==> src/rtl/intersection_ctrl_if.sv <==
// Lamp-head and request bundle for the intersection controller.
// The master side drives the requests; the slave side drives the lamps.
interface intersection_ctrl_if;
    logic       ped_req;
    logic       emerg;
    logic       ns_red;
    logic       ns_blue;
    logic       ns_green;
    logic       ew_red;
    logic       ew_blue;
    logic       ew_green;
    logic       walk;
    logic [2:0] phase;

    modport master (
        output ped_req, emerg,
        input  ns_red, ns_blue, ns_green,
        input  ew_red, ew_blue, ew_green,
        input  walk, phase
    );

    modport slave (
        input  ped_req, emerg,
        output ns_red, ns_blue, ns_green,
        output ew_red, ew_blue, ew_green,
        output walk, phase
    );
endinterface

==> src/rtl/intersection_ctrl.sv <==
// Two-way intersection controller with pedestrian walk and emergency preempt.
// Moore lamps; one 32-bit down-counter times every phase.
module intersection_ctrl #(
    parameter int unsigned GREEN_TICKS = 50_000_000,
    parameter int unsigned BLUE_TICKS  = 20_000_000,
    parameter int unsigned CLEAR_TICKS = 10_000_000,
    parameter int unsigned WALK_TICKS  = 100_000_000
) (
    input logic                clk,
    input logic                rst_n,
    intersection_ctrl_if.slave bus
);

    typedef enum logic [2:0] {
        NS_GREEN   = 3'd0,
        NS_BLUE    = 3'd1,
        CLR_NS     = 3'd2,
        EW_GREEN   = 3'd3,
        EW_BLUE    = 3'd4,
        CLR_EW     = 3'd5,
        PED_WALK   = 3'd6,
        EMERG_HOLD = 3'd7
    } state_t;

    localparam logic [31:0] GREEN_LD = 32'(GREEN_TICKS - 1);
    localparam logic [31:0] BLUE_LD  = 32'(BLUE_TICKS - 1);
    localparam logic [31:0] CLEAR_LD = 32'(CLEAR_TICKS - 1);
    localparam logic [31:0] WALK_LD  = 32'(WALK_TICKS - 1);

    state_t      state, state_nx;
    logic [31:0] cnt, cnt_nx;
    logic        ped_pending, ped_nx;
    logic        dir, dir_nx;
    logic        expired;
    logic        walk_entry;

    assign expired    = (cnt == 32'd0);
    assign walk_entry = (state_nx == PED_WALK) && (state != PED_WALK);

    function automatic logic [31:0] load_of(state_t s);
        logic [31:0] v;
        v = 32'd0;
        unique case (s)
            NS_GREEN, EW_GREEN: v = GREEN_LD;
            NS_BLUE, EW_BLUE:   v = BLUE_LD;
            CLR_NS, CLR_EW:     v = CLEAR_LD;
            PED_WALK:           v = WALK_LD;
            default:            v = 32'd0;
        endcase
        return v;
    endfunction

    always_ff @(posedge clk or negedge rst_n) begin
        if (!rst_n) begin
            state       <= CLR_EW;
            cnt         <= CLEAR_LD;
            ped_pending <= 1'b0;
            dir         <= 1'b0;
        end else begin
            state       <= state_nx;
            cnt         <= cnt_nx;
            ped_pending <= ped_nx;
            dir         <= dir_nx;
        end
    end

    // dir=1 means the walk was entered from CLR_NS, so EW is served next
    always_comb begin
        state_nx = state;
        dir_nx   = dir;
        unique case (state)
            NS_GREEN: begin
                if (bus.emerg || expired) state_nx = NS_BLUE;
            end
            NS_BLUE: begin
                if (expired) state_nx = CLR_NS;
            end
            CLR_NS: begin
                if (expired) begin
                    if (bus.emerg) begin
                        state_nx = EMERG_HOLD;
                    end else if (ped_pending) begin
                        state_nx = PED_WALK;
                        dir_nx   = 1'b1;
                    end else begin
                        state_nx = EW_GREEN;
                    end
                end
            end
            EW_GREEN: begin
                if (bus.emerg || expired) state_nx = EW_BLUE;
            end
            EW_BLUE: begin
                if (expired) state_nx = CLR_EW;
            end
            CLR_EW: begin
                if (expired) begin
                    if (bus.emerg) begin
                        state_nx = EMERG_HOLD;
                    end else if (ped_pending) begin
                        state_nx = PED_WALK;
                        dir_nx   = 1'b0;
                    end else begin
                        state_nx = NS_GREEN;
                    end
                end
            end
            PED_WALK: begin
                if (bus.emerg) begin
                    state_nx = EMERG_HOLD;
                end else if (expired) begin
                    state_nx = dir ? EW_GREEN : NS_GREEN;
                end
            end
            EMERG_HOLD: begin
                if (!bus.emerg) state_nx = CLR_EW;
            end
            default: state_nx = CLR_EW;
        endcase
    end

    always_comb begin
        ped_nx = bus.ped_req | (ped_pending & ~walk_entry);
        cnt_nx = cnt;
        if (state_nx != state) begin
            cnt_nx = load_of(state_nx);
        end else if (state != EMERG_HOLD) begin
            cnt_nx = cnt - 32'd1;
        end
    end

    always_comb begin
        bus.ns_red   = 1'b1;
        bus.ns_blue  = 1'b0;
        bus.ns_green = 1'b0;
        bus.ew_red   = 1'b1;
        bus.ew_blue  = 1'b0;
        bus.ew_green = 1'b0;
        bus.walk     = 1'b0;
        bus.phase    = state;
        unique case (state)
            NS_GREEN: begin
                bus.ns_red   = 1'b0;
                bus.ns_green = 1'b1;
            end
            NS_BLUE: begin
                bus.ns_red  = 1'b0;
                bus.ns_blue = 1'b1;
            end
            EW_GREEN: begin
                bus.ew_red   = 1'b0;
                bus.ew_green = 1'b1;
            end
            EW_BLUE: begin
                bus.ew_red  = 1'b0;
                bus.ew_blue = 1'b1;
            end
            PED_WALK: bus.walk = 1'b1;
            default: ;
        endcase
    end

endmodule

==> src/flat_wrapper.sv <==
// flat-port wrapper written by rule: the top's interface ports become plain ports
module intersection_ctrl_flat 
#(
    parameter int unsigned GREEN_TICKS = 50_000_000,
    parameter int unsigned BLUE_TICKS  = 20_000_000,
    parameter int unsigned CLEAR_TICKS = 10_000_000,
    parameter int unsigned WALK_TICKS  = 100_000_000
)
  (clk, rst_n, bus_ped_req, bus_emerg, bus_ns_red, bus_ns_blue, bus_ns_green, bus_ew_red, bus_ew_blue, bus_ew_green, bus_walk, bus_phase);
  intersection_ctrl_if bus_i ();
  input logic clk;
  input logic rst_n;
  input wire logic [$bits(bus_i.ped_req)-1:0] bus_ped_req;
  input wire logic [$bits(bus_i.emerg)-1:0] bus_emerg;
  output wire logic [$bits(bus_i.ns_red)-1:0] bus_ns_red;
  output wire logic [$bits(bus_i.ns_blue)-1:0] bus_ns_blue;
  output wire logic [$bits(bus_i.ns_green)-1:0] bus_ns_green;
  output wire logic [$bits(bus_i.ew_red)-1:0] bus_ew_red;
  output wire logic [$bits(bus_i.ew_blue)-1:0] bus_ew_blue;
  output wire logic [$bits(bus_i.ew_green)-1:0] bus_ew_green;
  output wire logic [$bits(bus_i.walk)-1:0] bus_walk;
  output wire logic [$bits(bus_i.phase)-1:0] bus_phase;
  assign bus_i.ped_req = bus_ped_req;
  assign bus_i.emerg = bus_emerg;
  assign bus_ns_red = bus_i.ns_red;
  assign bus_ns_blue = bus_i.ns_blue;
  assign bus_ns_green = bus_i.ns_green;
  assign bus_ew_red = bus_i.ew_red;
  assign bus_ew_blue = bus_i.ew_blue;
  assign bus_ew_green = bus_i.ew_green;
  assign bus_walk = bus_i.walk;
  assign bus_phase = bus_i.phase;
  intersection_ctrl #(.GREEN_TICKS(GREEN_TICKS), .BLUE_TICKS(BLUE_TICKS), .CLEAR_TICKS(CLEAR_TICKS), .WALK_TICKS(WALK_TICKS)) u_core (.clk(clk), .rst_n(rst_n), .bus(bus_i));
endmodule
==> config.mk <==
export PLATFORM = sky130hd
export DESIGN_NAME = intersection_ctrl_flat
export DESIGN_NICKNAME = d
export VERILOG_FILES = /design/src/rtl/intersection_ctrl_if.sv /design/src/rtl/intersection_ctrl.sv /design/src/flat_wrapper.sv
export SDC_FILE = /design/constraint.sdc
export NUM_CORES = 1
export LEC_CHECK = 0
export BUFFER_PORTS_ARGS = -buffer_cell sky130_fd_sc_hd__buf_2
export CORE_MARGIN = 2
export CORE_UTILIZATION = 40
export DETAILED_ROUTE_END_ITERATION = 12
export GPL_ROUTABILITY_DRIVEN = 0
export GPL_TIMING_DRIVEN = 0
export HOLD_SLACK_MARGIN = 0.02
export PLACE_DENSITY = 0.57
export SLEW_MARGIN = 15
export SYNTH_ARGS = -nofsm -noshare
export SYNTH_HDL_FRONTEND = slang
export SYNTH_SLANG_ARGS = --single-unit
==> constraint.sdc <==
create_clock -name clk -period 3.6 [get_ports clk]
set_clock_uncertainty 0.15 [all_clocks]
set_input_delay 0.36 -clock clk [delete_from_list [all_inputs] [get_ports clk]]
set_output_delay 0.36 -clock clk [all_outputs]
set_load 0.03 [all_outputs]
=== Yosys cells after proc, flatten, opt, wreduce, memory -nomap -nowiden ===
Cells that the tools add are included.

* Equality and inequality tests: 22
* $add $sub $neg: 1
* Reductions and logical operators: 13
* Muxes and demuxes: 32
* Bitwise logic cells: 3

{| class="wikitable"
|+ Operator list
! cell !! count
|-
| case mux 27 bit (4 select lines) || 1
|-
| 2-to-1 mux 32 bit || 2
|-
| 2-to-1 mux 3 bit || 13
|-
| logical NOT 32 bit || 1
|-
| subtractor 32 x 1 -> 32 bit (second input constant) || 1
|-
| case mux 3 bit (8 select lines) || 1
|-
| == test 3 bit (second input constant) || 7
|-
| 2-to-1 mux 1 bit || 13
|-
| == test 3 x 2 -> 1 bit (second input constant) || 4
|-
| OR reduction 2 bit || 5
|-
| inequality test 2 x 1 -> 1 bit (second input constant) || 4
|-
| AND reduction 7 bit || 1
|-
| == test 3 x 1 -> 1 bit (second input constant) || 2
|-
| logical NOT 3 bit || 2
|-
| inequality test 3 bit (second input constant) || 2
|-
| inequality test 2 bit (second input constant) || 2
|-
| nonzero test 2 bit || 2
|-
| inequality test 3 bit || 1
|-
| 2-to-1 mux 2 bit || 1
|-
| case mux 1 bit (2 select lines) || 1
|-
| bitwise AND 1 bit || 1
|-
| logical AND 1 bit || 1
|-
| logical OR 1 bit || 1
|-
| NOT 1 bit || 1
|-
| bitwise OR 1 bit || 1
|}

* Output and inout port bits: 10
* Logic and storage cells: 75
* Bits of input ports: 4
* Flip-flop bits (word level): 37

=== Depth between registers and ports, before layout ===
Gate-level depths: netlist of run 1.

* Word-level depth: 9
* Gate-level depth with buffers: 10
* Gate-level depth less buffers: 10

=== Worst setup path before layout of run 1 ===
Ideal clock, no wire load.

* Kind: reg-to-reg
* From: register u_core.cnt[0]
* To: register u_core.cnt[17]
* Data required time: 3.319 ns
* Data arrival time: 2.606 ns
* Slack: 0.713 ns
* Path buffers: 0
* Library setup time: 0.131 ns
* Cell stages (with the launch flop): 11
* Clock period less this slack: 2.887 ns
* Cell sequence: dfstp_2 inv_1 ha_1 nor3b_2 and3_1 o2111ai_1 a31oi_1 inv_1 nor3_2 a2111oi_0 or3_1

* Longest elaborated chain between the ends: 8
* Elaborated cells on any way between the ends: 27
* Those cells by class: 1 x add/sub; 7 x eq/ne; 12 x mux; 7 x reduce/logical

{| class="wikitable"
|+ Ends and longest elaborated chain
! element !! RTL line !! source
|-
| start: declaration || intersection_ctrl.sv:31 || <nowiki>logic [31:0] cnt, cnt_nx;</nowiki>
|-
| start signal: assignment || intersection_ctrl.sv:61 || <nowiki>cnt <= cnt_nx;</nowiki>
|-
| logical NOT 32 bit * || intersection_ctrl.sv:37 || <nowiki>assign expired = (cnt == 32'd0);</nowiki>
|-
| 2-to-1 mux 3 bit or logical OR 1 bit (tied branches) || intersection_ctrl.sv:111, intersection_ctrl.sv:73, intersection_ctrl.sv:91 ||
|-
| 2-to-1 mux 3 bit (on tied branches) || intersection_ctrl.sv:109, intersection_ctrl.sv:73, intersection_ctrl.sv:91 ||
|-
| case mux 3 bit (8 select lines) * || intersection_ctrl.sv:71 || <nowiki>unique case (state)</nowiki>
|-
| net u_core.state_nx[1] || intersection_ctrl.sv:30 || <nowiki>state_t state, state_nx;</nowiki>
|-
| == test 3 x 2 -> 1 bit (tied with other cells) || intersection_ctrl.sv:43 || <nowiki>unique case (s)</nowiki>
|-
| OR reduction 2 bit || intersection_ctrl.sv:43 ||
|-
| case mux 27 bit (4 select lines) || intersection_ctrl.sv:43 ||
|-
| 2-to-1 mux 32 bit || intersection_ctrl.sv:125 || <nowiki>if (state_nx != state) begin</nowiki>
|}

Mark *: on every way through the listed nets, which the timed path passes. The rest lies on a longest branch. The select of a mux whose other input is x is not followed.
A chain may end at the register's enable or synchronous reset.

=== Final worst setup path of run 1 ===
* From: register u_core.cnt[17]
* To: register u_core.cnt[7]

* Longest elaborated chain between the ends: 8
* Elaborated cells on any way between the ends: 25
* Those cells by class: 7 x eq/ne; 11 x mux; 7 x reduce/logical

{| class="wikitable"
|+ Ends and longest elaborated chain
! element !! RTL line
|-
| logical NOT 32 bit * || intersection_ctrl.sv:37
|-
| 2-to-1 mux 3 bit or logical OR 1 bit (tied branches) || intersection_ctrl.sv:111, intersection_ctrl.sv:73, intersection_ctrl.sv:91
|-
| 2-to-1 mux 3 bit (on tied branches) || intersection_ctrl.sv:109, intersection_ctrl.sv:73, intersection_ctrl.sv:91
|-
| case mux 3 bit (8 select lines) * || intersection_ctrl.sv:71
|-
| == test 3 x 2 -> 1 bit (tied with other cells) || intersection_ctrl.sv:43
|-
| OR reduction 2 bit || intersection_ctrl.sv:43
|-
| case mux 27 bit (4 select lines) || intersection_ctrl.sv:43
|-
| 2-to-1 mux 32 bit || intersection_ctrl.sv:125
|}

Every way passes the cells marked *; elsewhere a longest branch is shown, timed or not.

==> flow_summary.toml, run 1 <==
[status]
status = "finished with violations"
violations = "negative hold slack"

[worst_setup_path]
path_max_fanout = 10
crit_path_start_kind = "register"
cp_common_cell = "o2111ai_1"
crit-reg2reg-launch = "u_core.cnt[17]"
cp.required_ps = 3670
r2r.worst_path.cells = 7
path_class = "register to register"
arrival_ps = 3470
worst-path-buf-inv = 1
crit_path_top_delay_cell = "o41a_1"
endpoint_kind = "register"
rrSetupSlack_ps = 200
slowest_delay_ps = 570
rr_endpoint = "u_core.cnt[7]"
crit_chain = "nor4_2 -> nand4_1 -> o41a_1 -> a211oi_2 -> buf_2 -> o2111ai_1 -> o2111ai_1"
crit_family = "compound AO/OA/AOI/OAI gates"

[clocking]
cts_buffer_depth = 2
htree_levels = 2
cts_hold_buf = 0
cts_buffers = 5
path_clk_slew_ps = 80
cts-root-buf = "clkbuf_8"
clock_latency_ps = 300
cts_setup_buffers = 0
cts_tree = "built"
clock_sinks = 37

[global_route]
grt_use_total_pct = 24.20
overflow = 0
grt_pass1_wl_mm = 14.38
antenna_found_initial = 0
grt_max_degree = 38
grt_pass1_vias = 2641

[route]
drc = 0
routed_via_density = 6.325
vias = 2903
postRouteWirelength_mm = 8.864
ant_nets = 0
wire_per_inst_um = 19.31
first_pass_iters = 5
first_iter_violations = 249

[synth]
synth_area_leader_cell = "dfrtp_1"
avgSynthCellArea_um2 = 8.173
syn_area_um2 = 2795
synth.most_common_cell = "nor2_1"
synth_async_sr_flop_share_pct = 100.0
synth_common_cells = "nor2_1 (49), dfrtp_1 (21), nand3_1 (21), nor4_1 (21)"
synth_seq_area_share_pct = 33.84
synthTopCellsByArea = "dfrtp_1 (19%), dfstp_2 (15%), nor2_1 (6.6%), nor4_1 (4.7%), nand3_1 (3.8%)"
synth_edf_count = 0
synth_nets = 347
syn_inst = 342
ys_ff_latch = 37
synth.distinct_cells = 63
yosysTopAreaCellShare_pct = 18.80
synthFlopType = "dfrtp_1"
yosysWarnings = 0

[job]
drv_cap = 0

[sta]
worst_slack_ps = 203.2
maxSlewHeadroom_pct = 41.80
min_period_ps = 3397
setup_viol = 0
max_slew.worst_pin.slew_ps = 860.9
drv_slew = 0
fmax_mhz = 294.4
finalHoldViolCount = 10
min_period_over_period_pct = 94.36
hold_slack_ps = -9.256

[placed_design]
dpl_worst_slack_ps = 3.880
dp_cells = 451
place_hpwl_mm = 6.296
io_buffer_count = 13
dpl-instance-area_um2 = 2980

[finish]
area_growth_syn_to_layout_pct = 11.82
fin_cells = 459
drive_gt1_share_pct = 18.73
n_antenna_cell = 0
fillCellCount = 657
finalInstanceArea_um2 = 3126
finalNetCount = 367

[power_and_ir_drop]
p_leak_nw = 1.225
power-per-cell-area_nw_per_um2 = 505.3
irDropWorstVdd_mv = 0.1694

[floorplan]
io_pins = 14
die_h_um = 87.60
start_util_pct = 41.14
rows = 30
core_um2 = 6794
die-area_um2 = 7673
die_x_um = 87.60

[hold_path]
hold_path_class = "input pin to async pin"
==> cell type report <==
class	count	area [um^2]	area share (%)
plain buffers	21	87.58	2.802
inverters	9	33.78	1.081
flip-flops and latches	37	945.9	30.26
multi-input cells	275	1792	57.33
clock inverters	1	5.005	0.1601
well taps	96	120.1	3.843
repair buffers	13	65.06	2.082
clock buffers	7	76.32	2.442
==> how the worst max path moves through the flow <==
stage	startpoint	endpoint	slack (ps)	cells past startpoint
CTS	u_core.cnt[8]	u_core.cnt[23]	-6	8
floorplan	u_core.cnt[0]	u_core.cnt[17]	710	10
detailed placement	u_core.cnt[0]	u_core.cnt[17]	4	9
finish	u_core.cnt[17]	u_core.cnt[7]	200	7
global route	u_core.cnt[17]	u_core.cnt[17]	-40	8
global placement	u_core.cnt[8]	u_core.cnt[23]	-10	8
==> report_power, final <==
part | switching, mW | leakage [nW] | internal, mW | total (mW)
combinational | 0.226 | 0.746 | 0.228 | 0.453
sequential | 0.218 | 0.436 | 0.612 | 0.830
clock | 0.161 | 0.0422 | 0.136 | 0.297
total | 0.604 | 1.22 | 0.976 | 1.58
==> cells in the final DEF (no fill, tap or decap), types with 6 or more instances in the layout <==
cell type / count
buf_2: 20
nor3_1: 15
nor2_1: 48
o21ai_0: 13
clkbuf_1: 16
nand3_1: 19
or3_1: 8
nand2_1: 17
xor2_1: 6
nor4_1: 19
dfrtp_1: 21
nand4_1: 6
inv_1: 9
dfstp_2: 16
==> metrics by stage <==
| step | total power [mW] | utilization (%) | setup TNS [ps] | hold WS, ps |
|---|---|---|---|---|
| 2_1_floorplan | 1.119 | - | 0 | -85.59 |
| 3_3_place_gp | 1.243 | 43.87 | -9.673 | 358.0 |
| 3_5_place_dp | 1.251 | 43.87 | 0 | 358.6 |
| 4_1_cts | 1.555 | 45.18 | -5.916 | 48.90 |
| 5_1_grt | 1.691 | 46.00 | -47.48 | 63.72 |
| 6_report | 1.579 | 46.00 | 0 | -9.256 |
==> per-layer routing <==
layer  wire length (um)  GRT usage [%]
met5                  0              0
met4                 99          6.573
met3                573          4.901
met2               4057          36.71
met1               4134          35.11
==> timing repair <==
item                       in CTS  in global routing
pin swaps                       0                  1
setup endpoints to repair       3                 26
resized for setup               2                 12
==> registers in the layout, indices dropped and copies added, names as in the netlist <==
name,count
u_core.ped_pending,1
u_core.cnt,32
u_core.bus.phase,3
u_core.dir,1
==> kinds of logic (layout without fill, tap and decap cells) <==
group                      after synthesis  in the layout  synth area share (%)
AOI/OAI and AO/OA                       83             83                 22.65
xor gates and xnor gates                 9              9                 2.820
adders and majority gates                2              2                0.8057
buffers and inverters                   30             51                 4.342
DFF                                     37             37                 33.84
muxes                                    3              3                 1.074
and+or+nand+nor                        178            178                 34.47
Power figures use the tool's default switching activity.
==> run 2: changes to the inputs <==
--- a/config.mk
+++ b/config.mk
@@ -7,12 +7,12 @@
 export LEC_CHECK = 0
 export BUFFER_PORTS_ARGS = -buffer_cell sky130_fd_sc_hd__buf_2
 export CORE_MARGIN = 2
-export CORE_UTILIZATION = 40
+export CORE_UTILIZATION = 55
 export DETAILED_ROUTE_END_ITERATION = 12
 export GPL_ROUTABILITY_DRIVEN = 0
 export GPL_TIMING_DRIVEN = 0
 export HOLD_SLACK_MARGIN = 0.02
-export PLACE_DENSITY = 0.57
+export PLACE_DENSITY = 0.74
 export SLEW_MARGIN = 15
 export SYNTH_ARGS = -nofsm -noshare
 export SYNTH_HDL_FRONTEND = slang
==> run 2 against run 1 <==
The flow still finishes with violations (negative hold slack); register-to-register slack got worse by 30 ps; design area decreased by 1.0%; clock-buffer cell count unchanged; worst setup slack got worse by 29 ps; critical endpoint is now u_core.cnt[12]; largest power group unchanged.
==> flow_summary.toml, run 2 (synthesized netlist as in run 1, its figures left out) <==
[floorplan]
io_pins = 14
die-area_um2 = 5669
die_x_um = 75.29
die_h_um = 75.29
rows = 25
core_um2 = 4817
start_util_pct = 58.03

[placed_design]
dpl_worst_slack_ps = 33.56
io_buffer_count = 13
place_hpwl_mm = 5.871
dpl-instance-area_um2 = 2944

[global_route]
grt_pass1_wl_mm = 13.44
overflow = 0
grt_use_total_pct = 31.73
antenna_found_initial = 0
grt_pass1_vias = 2629
grt_max_degree = 38

[finish]
finalNetCount = 370
area_growth_syn_to_layout_pct = 10.70
fillCellCount = 457
final_cell_mix = "nor2_1 (49), nand3_1 (21), dfrtp_1 (21), buf_2 (20), nor4_1 (19)"
drive_gt1_share_pct = 18.31
finalInstanceArea_um2 = 3094
final_util_pct = 64.23
final_common_cell = "nor2_1"
top_register = "u_core.cnt"
largest_register_ffs = 32
n_antenna_cell = 0

[route]
routed_via_density = 6.875
first_pass_iters = 5
ant_nets = 0
drc = 0
first_iter_violations = 569
postRouteWirelength_mm = 8.286
wire_per_inst_um = 19.14
vias = 2977

[sta]
drv_slew = 0
maxSlewHeadroom_pct = 41.70
setup_viol = 0
min_period_over_period_pct = 95.16
rsz0062_at_grt = "true"
fmax_mhz = 291.9
max_slew.worst_pin.slew_ps = 862.3
worst_slack_ps = 174.1
hold_slack_ps = -1.171
min_period_ps = 3426
finalHoldViolCount = 1

[worst_setup_path]
endpoint_kind = "register"
cp.required_ps = 3630
path_class = "register to register"
crit_path_start_kind = "register"
arrival_ps = 3460
path_max_fanout = 10

[clocking]
cts_hold_buf = 0
clock_latency_ps = 300
cts_buffer_depth = 2
path_clk_slew_ps = 80
cts_tree = "built"
clock_sinks = 37
cts-root-buf = "clkbuf_8"
cts_buffers = 5
htree_levels = 2

[job]
drv_cap = 0

[power_and_ir_drop]
power_mw = 1.594
power-per-cell-area_nw_per_um2 = 515.3
irDropWorstVdd_mv = 0.3590
p_leak_nw = 1.236

[status]
violations = "negative hold slack"
status = "finished with violations"

[hold_path]
hold_path_class = "input pin to async pin"
-- run 2: changes by cell type in the layout (fill, tap and decap cells not counted), sizes merged --
| cell | previous run | this run |
|---|---|---|
| clkinv | 1 | 0 |
| buf | 20 | 23 |
| clkinvlp | 0 | 1 |
-- run 2: layer usage --
metal  part of all wire [%]  routed length [um]  track usage (%)  vias up
li1                       -                   -                -     1373
met1                     44                3610            47.23     1408
met2                     45                3705            47.05      167
met3                    9.3                 770            4.233       29
met4                    2.4                 200            12.09        0
met5                      0                   0                0        -
-- run 2: critical path: stages, from the launching register on --
cell      delay (ps)
dfstp_2          580
inv_1             50
ha_1             240
nor3b_4          190
and3_1           240
nand3_1          320
o21ai_0          200
a21oi_1          520
nand2_1          220
buf_2            250
a221oi_1         350
-- run 2: cell type report --
| class | instances | area, um^2 | share of cell area [%] |
|---|---|---|---|
| multi-input cells | 275 | 1760 | 56.89 |
| flip-flops and latches | 37 | 945.9 | 30.57 |
| plain buffers | 21 | 88.84 | 2.871 |
| repair buffers | 16 | 87.58 | 2.831 |
| clock buffers | 7 | 86.33 | 2.790 |
| well taps | 67 | 83.83 | 2.709 |
| inverters | 9 | 33.78 | 1.092 |
| clock inverters | 1 | 7.507 | 0.2426 |
-- run 2: power by group --
group | internal (mW) | switching, mW | total [mW]
sequential | 0.612 | 0.203 | 0.814
clock | 0.156 | 0.161 | 0.317
combinational | 0.231 | 0.232 | 0.463
total | 0.999 | 0.595 | 1.59
-- run 2: final timing paths --
check | from | end | cells after the start | slack [ps]
worst max-delay path | u_core.cnt[0] | u_core.cnt[12] | 10 | 170
worst min-delay path | rst_n | u_core.dir | 1 | -1
worst max register to register | u_core.cnt[0] | u_core.cnt[12] | 10 | 170
worst min register to register | u_core.cnt[12] | u_core.cnt[12] | 2 | 380
max in group asynchronous | rst_n | u_core.bus.phase[1] | 1 | 2770
min in group clk | bus_ped_req | u_core.ped_pending | 2 | 90
-- run 2: what timing repair did --
action,CTS,global route
setup endpoints to repair,0,27
resized for setup,0,8
buffers inserted,0,3
-- run 2: stage by stage --
stage	std cells	TNS, ps	hold WS [ps]
floorplan	342	0	-85.59
global placement	422	-2.121	349.0
detailed placement	422	0	358.7
CTS	430	0	37.85
global route	433	-5.414	82.99
finish	433	0	-1.171
==> run 3: changes to the inputs <==
--- a/config.mk
+++ b/config.mk
@@ -12,7 +12,7 @@
 export GPL_ROUTABILITY_DRIVEN = 0
 export GPL_TIMING_DRIVEN = 0
 export HOLD_SLACK_MARGIN = 0.02
-export PLACE_DENSITY = 0.74
+export PLACE_DENSITY = 0.73
 export SLEW_MARGIN = 15
 export SYNTH_ARGS = -nofsm -noshare
 export SYNTH_HDL_FRONTEND = slang
==> run 3 against run 2 <==
The run now ends clean; wire length rose by 2.7%; non-clock buffer count down 3; sequential cell count unchanged; critical path type unchanged; power fell by 0.50%; first-iteration DRC count fell by 12%; critical path depth unchanged; largest cell class unchanged; sequential share of layout area hardly changed; via count increased by 1.3%; combinational power about the same.
==> flow_summary.toml, run 3 (synthesized netlist as in run 1, its figures left out) <==
[placed_design]
io_buffer_count = 13
dp_cells = 422
dpl_worst_slack_ps = -25.35
place_hpwl_mm = 5.921

[route]
routed_via_density = 7.014
ant_nets = 0
first_pass_iters = 6
vias = 3016
drc = 0
wire_per_inst_um = 19.79
postRouteWirelength_mm = 8.510
first_iter_violations = 498

[finish]
area_growth_syn_to_layout_pct = 10.61
largest_register_ffs = 32
top_register = "u_core.cnt"
final_common_cell = "nor2_1"
multi_input_area_um2 = 1793
finalNetCount = 367
final_cell_mix = "nor2_1 (48), dfrtp_1 (21), nand3_1 (20), buf_2 (20), nor4_1 (19)"
n_antenna_cell = 0
register_area_um2 = 945.9
fillCellCount = 449
drive_gt1_share_pct = 18.73
fin_cells = 430

[clocking]
cts_setup_buffers = 0
cts_buffers = 5
htree_levels = 2
cts_hold_buf = 0
cts_tree = "built"
path_clk_slew_ps = 90
cts_buffer_depth = 2
cts-root-buf = "clkbuf_8"
clock_sinks = 37
clock_latency_ps = 300

[sta]
worst_slack_ps = 108.0
fmax_mhz = 286.4
min_period_ps = 3492
max_slew.worst_pin.slew_ps = 850.4
maxSlewHeadroom_pct = 43.30
rsz0062_at_grt = "false"
drv_slew = 0
setup_viol = 0
min_period_over_period_pct = 97.00
hold_slack_ps = 11.53
setup_tns_ps = 0
finalHoldViolCount = 0

[status]
status = "finished, final reports clean"

[worst_setup_path]
crit_path_start_kind = "register"
cp-startpoint = "u_core.cnt[0]"
crit-reg2reg-launch = "u_core.cnt[0]"
crit_chain = "inv_1 -> ha_1 -> nor3b_4 -> and3_1 -> nand3_1 -> o21ai_1 -> a21oi_1 -> nand2_1 -> buf_2 -> a221oi_1"
cp.required_ps = 3620
crit_path_top_delay_cell = "dfstp_2"
path_max_fanout = 10
path_class = "register to register"
endpoint_kind = "register"
slowest_delay_ps = 570
arrival_ps = 3510

[floorplan]
io_pins = 14
die_h_um = 75.29
die_x_um = 75.29
die-area_um2 = 5669
start_util_pct = 58.03
core_um2 = 4817
rows = 25

[global_route]
grt_pass1_vias = 2742
grt_pass1_wl_mm = 13.76
grt.met2_usage_pct = 46.96
antenna_found_initial = 0
grtUsageMet3_pct = 5.688
grt-busiest-layer = "met1"
grt_use_total_pct = 32.18
overflow = 0
grt_max_degree = 38
grt_use_met1_pct = 47.56

[hold_path]
hold_path_class = "input pin to async pin"

[power_and_ir_drop]
power-per-cell-area_nw_per_um2 = 513.1
p_leak_nw = 1.222
irDropWorstVdd_mv = 0.3804

[job]
drv_cap = 0
[run 3: final cells by class]
| cell class | instances | share of cell area, % |
|---|---|---|
| Clock buffer | 6 | 2.347 |
| Buffer | 21 | 2.833 |
| Timing Repair Buffer | 13 | 2.104 |
| Sequential cell | 37 | 30.59 |
| Inverter | 9 | 1.093 |
| Tap cell | 67 | 2.711 |
| Clock inverter | 2 | 0.3238 |
| Multi-Input combinational cell | 275 | 57.99 |
[run 3: worst paths after layout]
kind | to | slack [ps] | depth (start not counted)
setup / recovery | u_core.cnt[12] | 110 | 10
hold / removal | u_core.dir | 10 | 1
setup reg to reg | u_core.cnt[12] | 110 | 10
hold reg to reg | u_core.cnt[12] | 380 | 2
max in group asynchronous | u_core.cnt[13] | 2740 | 1
min in group clk | u_core.ped_pending | 80 | 2
[run 3: report_power, final]
part	internal, mW	switching [mW]	leakage, nW	total [mW]
Clock	0.135	0.162	0.0450	0.296
Sequential	0.612	0.216	0.436	0.828
Combinational	0.230	0.233	0.740	0.462
[run 3: repair_timing]
item,in CTS,in global routing
gates resized for setup,1,12
pin swaps,0,0
endpoints found under the setup margin,3,25
[run 3: per-stage QoR]
stage	instance area (um^2)	util (%)	power (mW)
global route	3092	64.18	1.691
floorplan	2795	-	1.119
detailed placement	2944	61.12	1.244
CTS	3033	62.96	1.546
global placement	2944	61.12	1.220
finish	3092	64.18	1.586
[run 3: worst max-delay path: cells and delay by family, from the launching register on]
kind	cells	cell delay [ps]
fa+ha+maj	1	250
simple gates	4	980
flops	1	570
compound gates	3	1100
buf+inv	2	300
[run 3: routing by layer]
metal	vias up	share of wire, %	routed length (um)
li1	1370	-	-
met2	190	45	3835
met3	30	10	877
met5	-	0	0
met1	1426	42	3583
met4	0	2.5	214
